File: src/rtl/keypad_scanner.sv
// keypad_scanner: matrix keypad scanner with press/release debounce.
// Drives one row low at a time, samples active-low columns through a
// 2-flop synchronizer, then debounces the first key found and tracks it
// until its release is debounced. Optional macro KEYPAD_HEX_MAP_EN maps
// the raw code of a 4x4 pad to the lab keypad legend.
//
// state      | meaning
// -----------+-----------------------------------------------------
// ST_SCAN    | drive row r for SCAN_DIV cycles, sample on last cycle
// ST_PRESS   | row/col frozen, count consecutive low cycles of col c
// ST_HELD    | key accepted, key_held high, watch col c for release
// ST_RELEASE | count consecutive high cycles of col c
module keypad_scanner #(
    parameter int ROWS            = 4,
    parameter int COLS            = 4,
    parameter int SCAN_DIV        = 1000,
    parameter int DEBOUNCE_CYCLES = 20000,
    parameter int CODE_W          = $clog2(ROWS*COLS)
) (
    input  logic              clk,
    input  logic              reset,
    input  logic [COLS-1:0]   col_n,
    output logic [ROWS-1:0]   row_n,
    output logic [CODE_W-1:0] key_code,
    output logic              key_valid,
    output logic              key_held
);

    localparam int RW   = $clog2(ROWS);
    localparam int CW   = $clog2(COLS);
    localparam int DV_W = $clog2(SCAN_DIV);
    localparam int DB_W = $clog2(DEBOUNCE_CYCLES);

    localparam logic [DV_W-1:0] DWELL_LOAD = DV_W'(SCAN_DIV - 1);
    localparam logic [DB_W-1:0] PRESS_LOAD = DB_W'(DEBOUNCE_CYCLES - 1);
    // The HELD cycle that first sees the column high counts as one.
    localparam logic [DB_W-1:0] REL_LOAD   = DB_W'(DEBOUNCE_CYCLES - 2);

    typedef enum logic [1:0] {
        ST_SCAN,
        ST_PRESS,
        ST_HELD,
        ST_RELEASE
    } state_t;

    state_t            state, state_nx;
    logic [DV_W-1:0]   dwell, dwell_nx;
    logic [DB_W-1:0]   db_cnt, db_nx;
    logic [RW-1:0]     r, r_nx, r_inc;
    logic [CW-1:0]     c, c_nx, low_idx;
    logic [COLS-1:0]   sync1, sync2;
    logic [CODE_W-1:0] code_nx, raw_code, mapped_code;
    logic              valid_nx, any_low, col_sel;

    assign r_inc    = (r == RW'(ROWS - 1)) ? '0 : r + RW'(1);
    assign col_sel  = sync2[c];
    assign raw_code = CODE_W'(int'(r) * COLS + int'(c));
    assign key_held = (state == ST_HELD) || (state == ST_RELEASE);

`ifdef KEYPAD_HEX_MAP_EN
    generate
        if (ROWS == 4 && COLS == 4) begin : g_hex
            // Raw row-major code to printed legend of the lab keypad.
            always_comb begin
                case (raw_code)
                    4'd0:    mapped_code = 4'h1;
                    4'd1:    mapped_code = 4'h2;
                    4'd2:    mapped_code = 4'h3;
                    4'd3:    mapped_code = 4'hA;
                    4'd4:    mapped_code = 4'h4;
                    4'd5:    mapped_code = 4'h5;
                    4'd6:    mapped_code = 4'h6;
                    4'd7:    mapped_code = 4'hB;
                    4'd8:    mapped_code = 4'h7;
                    4'd9:    mapped_code = 4'h8;
                    4'd10:   mapped_code = 4'h9;
                    4'd11:   mapped_code = 4'hC;
                    4'd12:   mapped_code = 4'hE;
                    4'd13:   mapped_code = 4'h0;
                    4'd14:   mapped_code = 4'hF;
                    default: mapped_code = 4'hD;
                endcase
            end
        end else begin : g_raw
            $error("KEYPAD_HEX_MAP_EN needs a 4x4 keypad; using raw codes");
            assign mapped_code = raw_code;
        end
    endgenerate
`else
    assign mapped_code = raw_code;
`endif

    // Lowest-index low column of the synchronized sense lines.
    always_comb begin
        any_low = 1'b0;
        low_idx = '0;
        for (int i = COLS - 1; i >= 0; i--) begin
            if (!sync2[i]) begin
                any_low = 1'b1;
                low_idx = CW'(i);
            end
        end
    end

    // One-hot active-low row drive from the row index.
    always_comb begin
        row_n    = '1;
        row_n[r] = 1'b0;
    end

    // Next-state, counter and output decode.
    always_comb begin
        state_nx = state;
        dwell_nx = dwell;
        db_nx    = db_cnt;
        r_nx     = r;
        c_nx     = c;
        code_nx  = key_code;
        valid_nx = 1'b0;
        case (state)
            ST_SCAN: begin
                if (dwell != '0) begin
                    dwell_nx = dwell - 1'b1;
                end else if (any_low) begin
                    c_nx     = low_idx;
                    db_nx    = PRESS_LOAD;
                    state_nx = ST_PRESS;
                end else begin
                    r_nx     = r_inc;
                    dwell_nx = DWELL_LOAD;
                end
            end
            ST_PRESS: begin
                if (col_sel) begin
                    r_nx     = r_inc;
                    dwell_nx = DWELL_LOAD;
                    state_nx = ST_SCAN;
                end else if (db_cnt == '0) begin
                    code_nx  = mapped_code;
                    valid_nx = 1'b1;
                    state_nx = ST_HELD;
                end else begin
                    db_nx = db_cnt - 1'b1;
                end
            end
            ST_HELD: begin
                if (col_sel) begin
                    db_nx    = REL_LOAD;
                    state_nx = ST_RELEASE;
                end
            end
            ST_RELEASE: begin
                if (!col_sel) begin
                    state_nx = ST_HELD;
                end else if (db_cnt == '0) begin
                    r_nx     = r_inc;
                    dwell_nx = DWELL_LOAD;
                    state_nx = ST_SCAN;
                end else begin
                    db_nx = db_cnt - 1'b1;
                end
            end
            default: begin
                state_nx = ST_SCAN;
            end
        endcase
    end

    // State, counters, synchronizer and output registers.
    always_ff @(posedge clk) begin
        if (!reset) begin
            state     <= ST_SCAN;
            dwell     <= DWELL_LOAD;
            db_cnt    <= '0;
            r         <= '0;
            c         <= '0;
            sync1     <= '1;
            sync2     <= '1;
            key_code  <= '0;
            key_valid <= 1'b0;
        end else begin
            state     <= state_nx;
            dwell     <= dwell_nx;
            db_cnt    <= db_nx;
            r         <= r_nx;
            c         <= c_nx;
            sync1     <= col_n;
            sync2     <= sync1;
            key_code  <= code_nx;
            key_valid <= valid_nx;
        end
    end

endmodule

File: config.mk
export PLATFORM = sky130hd
export DESIGN_NAME = keypad_scanner
export DESIGN_NICKNAME = d
export VERILOG_FILES = /design/src/rtl/keypad_scanner.sv
export SDC_FILE = /design/constraint.sdc
export NUM_CORES = 1
export LEC_CHECK = 0
export BUFFER_PORTS_ARGS = -buffer_cell sky130_fd_sc_hd__buf_2
export CAP_MARGIN = 10
export CORE_MARGIN = 1
export CORE_UTILIZATION = 56
export CTS_BUF_LIST = sky130_fd_sc_hd__clkbuf_4 sky130_fd_sc_hd__clkbuf_8
export CTS_CLUSTER_SIZE = 16
export DETAILED_ROUTE_END_ITERATION = 8
export PLACE_DENSITY = 0.84
export SLEW_MARGIN = 20
export SYNTH_ARGS = -nofsm -noshare
export SYNTH_HDL_FRONTEND = slang
export SYNTH_SLANG_ARGS = --single-unit
File: constraint.sdc
create_clock -name clk -period 1.9 [get_ports clk]
set_input_delay 0.19 -clock clk [delete_from_list [all_inputs] [get_ports clk]]
set_output_delay 0.19 -clock clk [all_outputs]
set_load 0.03 [all_outputs]
==> flow_summary_export.csv <==
group,metric,value,unit
cells_and_area,final_area,3476,um2
logic_synthesis,yosys.area_share.adder,3.971,%
timing,tightestPinTransition,0.4909,ns
route,dr.pass1.iters,5,
logic_synthesis,synth_cell_types,46,
grt,grt_usage,34.24,%
grt,grt_overflow,0,
cells_and_area,final_util,93.54,%
route,via_count,2771,
cells_and_area,fillers,110,
timing,rsz0062_at_grt,"true",
route,post-route-drc-count,0,
power_and_ir_drop,swShare,24.90,%
timing,fin_crit,2.409,ns
grt,antenna_found_initial,0,
floorplanning,die_y,64.76,um
floorplanning,ios,16,
grt,grt_max_degree,16,
setup_path,cp-start-kind,"register",
run_status,status,"finished, violations left",
power_and_ir_drop,power_frac_comb,6.9,%
timing,max_slew_margin,67.18,%
logic_synthesis,yosys-top-cells-area,"dfxtp_1 (40%), ha_1 (4.0%), a21oi_1 (3.4%)",
logic_synthesis,synthFlopType,"dfxtp_1",
place,gp_congestion,0.9228,
cells_and_area,n_antenna_cell,0,
timing,finalHoldViolCount,0,
cells_and_area,drive_above_1_share,51.59,%
route,wire_per_inst,25.30,um
run_status,violations,"setup timing",
power_and_ir_drop,total_power,1853,uW
logic_synthesis,synth-seq-cells,44,
logic_synthesis,synth.top_cell.area_share,39.93,%
route,avgViaCountPerCell,7.051,
route,drt_iter0_drc,432,
floorplanning,core_area,3716,um2
logic_synthesis,synth_xor_area_share,0,%
cells_and_area,nNetsFinal,357,
power_and_ir_drop,max-vdd-ir-drop,0.6955,mV
timing,min_period_over_period,126.8,%
power_and_ir_drop,p_leak,0.001431,uW
logic_synthesis,synth-warning-count,0,
clock_network,worstSkewPairLatency,0.33,ns
power_and_ir_drop,p_int,1392,uW
logic_synthesis,synth_top_family_by_area,"simple AND/OR/NAND/NOR gates",
power_and_ir_drop,power_switching,461.6,uW
timing,setup_violations,35,
logic_synthesis,seq_area_frac_synth,39.93,%
logic_synthesis,yosysMostFrequentCell,"dfxtp_1",
grt,first_global_vias,2203,
logic_synthesis,syn_inst,248,
timing,setup_slack,-0.5093,ns
setup_path,r2r_start,"dwell[0]",
place,placedCellCount,356,
worst_hold_path,hp-class,"in2reg",
logic_synthesis,syn_avg_cell_area,8.895,um2
clock_network,cts_root_buf,"clkbuf_8",
clock_network,numCtsBuffers,5,
setup_path,crit_type,"reg2reg",
setup_path,cp.arrival,2.61,ns
clock_network,clock_path_buffers,2,
power_and_ir_drop,power.density,533.2,nW/um2
place,hpwlAfterDp,4125,um
logic_synthesis,synthSimpleGateAreaFrac,27.85,%
floorplanning,die_w,64.76,um
place,io_buffers,15,
logic_synthesis,synth_commonest_cells,"dfxtp_1 (44), nor2_1 (17), a21oi_1 (15), inv_1 (15), nand2_1 (15)",
floorplanning,initial_core_util,59.36,%
worst_hold_path,hp-start,"col_n[0]",
setup_path,crit_start,"dwell[0]",
floorplanning,dieArea,4194,um2
floorplanning,row_count,22,
clock_network,clkTransAtPathRegs,0.11,ns
logic_synthesis,synthMuxAreaShare,4.878,%
logic_synthesis,synth_area,2206,um2
clock_network,cts_tree,"yes",
logic_synthesis,synth_fp_nets,261,
logic_synthesis,synth_edf_count,0,
route,routed_wl,9941,um
clock_network,holdBufCountCts,0,
setup_path,critPathRequiredTime,2.10,ns
clock_network,htreeDepth,2,
cells_and_area,final_cells,393,
logic_synthesis,synth_compound_area_share,18.60,%
logic_synthesis,async_reset_ff_share,0,%
place,placed_area,2748,um2
cells_and_area,syn2layout_area_growth,57.57,%
route,ant_nets,0,
clock_network,clock_sinks,44,
flow_run,drv_cap,0,
place,place_ws,-0.2135,ns
timing,fmax,415.1,MHz
setup_path,crit_fanout,7,
logic_synthesis,yosysTopAreaCell,"dfxtp_1",
timing,slew_viol_final,0,
timing,finClkSkew,0.01682,ns
grt,grt_pass1_wl,10770,um
power_and_ir_drop,p_clk_share,41.9,%
power_and_ir_drop,power_frac_seq,51.2,%
setup_path,end_kind,"register",
[what timing repair did]
item                       in CTS  in global routing
resized for setup              39                 62
pin swaps                      15                 25
buffers inserted                6                 23
setup endpoints to repair      32                 34
[stage by stage]
| step | hold WS, ns | setup TNS (ns) |
|---|---|---|
| floorplan | 0.2915 | -0.6936 |
| global placement | 0.3697 | -2.385 |
| detailed placement | 0.3745 | -3.847 |
| CTS | 0.05317 | -2.040 |
| global route | 0.04355 | -8.940 |
| finish | 0.04974 | -7.508 |
[path summary, 6_finish.rpt]
check | slack [ns] | depth (start not counted) | to
worst min-delay path | 0.05 | 2 | sync1[0]
worst max-delay path | -0.51 | 10 | dwell[0]
worst max register to register | -0.51 | 10 | dwell[0]
worst min register to register | 0.42 | 1 | sync2[0]
[final cells by class]
cell class	instances	area (um2)	area share, %
multi-input combinational	178	1570	45.18
sequential	44	888.4	25.56
timing repair buffer	100	785.8	22.61
clock buffer	5	68.82	1.980
tap	48	60.06	1.728
inverter	15	56.30	1.620
clock inverter	3	46.29	1.332
[sequential cells by signal, summed over array words and instances, names as in the netlist, named ones only]
register,flops
state,1
db_cnt,15
sync1,4
key_valid,1
r,2
c,2
key_code,4
dwell,10
sync2,4
[layer usage]
layer / vias up / GRT usage [%] / share of wire [%]
met2: 241 / 60.03 / 45
met3: 112 / 7.394 / 10
met4: 0 / 13.06 / 9.9
met5: - / 0 / 0
li1: 1119 / - / -
met1: 1299 / 40.33 / 35
[critical path: stages, from the launching register on]
cell and delay [ns]:
dfxtp_2 0.36, inv_2 0.07, ha_4 0.14, or4b_4 0.47, buf_6 0.14, nor3_4 0.24, and3_4 0.25, buf_12 0.12
buf_8 0.13, nor3_1 0.05, o21ai_1 0.30
[placed cells by master (no fill, tap or decap), types with 3 or more instances in the layout]
master,Yosys,routed
o21ai_1,1,4
ha_1,7,5
buf_6,0,14
or4_1,9,4
clkbuf_8,0,5
o21ai_2,0,4
nand4_1,4,4
a21oi_1,15,10
buf_2,3,15
or4_4,0,5
a21oi_2,0,3
o31ai_2,0,3
nand3_1,7,3
o31a_1,6,6
o31ai_1,8,4
inv_1,15,11
nor2_1,17,13
nand2_1,15,14
o21ai_0,14,5
and4_1,5,4
dfxtp_2,0,6
buf_4,1,69
a31oi_1,6,5
inv_2,0,4
dfxtp_1,44,38
nand3_2,0,4
mux2i_1,7,7
nand2b_1,9,9
nor4_1,5,3
nor3_1,9,6
[cell families after synthesis]
| family | count (synthesis) |
|---|---|
| compound gates | 63 |
| fa+ha+maj | 7 |
| buf+inv | 26 |
| flops | 44 |
| mux | 9 |
| simple gates | 99 |
[power by group through the flow]
| stage | Combinational (uW) | Clock [uW] | Sequential [uW] |
|---|---|---|---|
| after CTS | 90.4 | 745 | 945 |
| after detailed placement | 85.7 | 0 | 966 |
| final | 128 | 777 | 948 |
| after global routing | 133 | 811 | 950 |
| after global placement | 82.9 | 0 | 965 |
| after floorplan | 43.3 | 0 | 966 |
(Power assumes the default switching activity.)
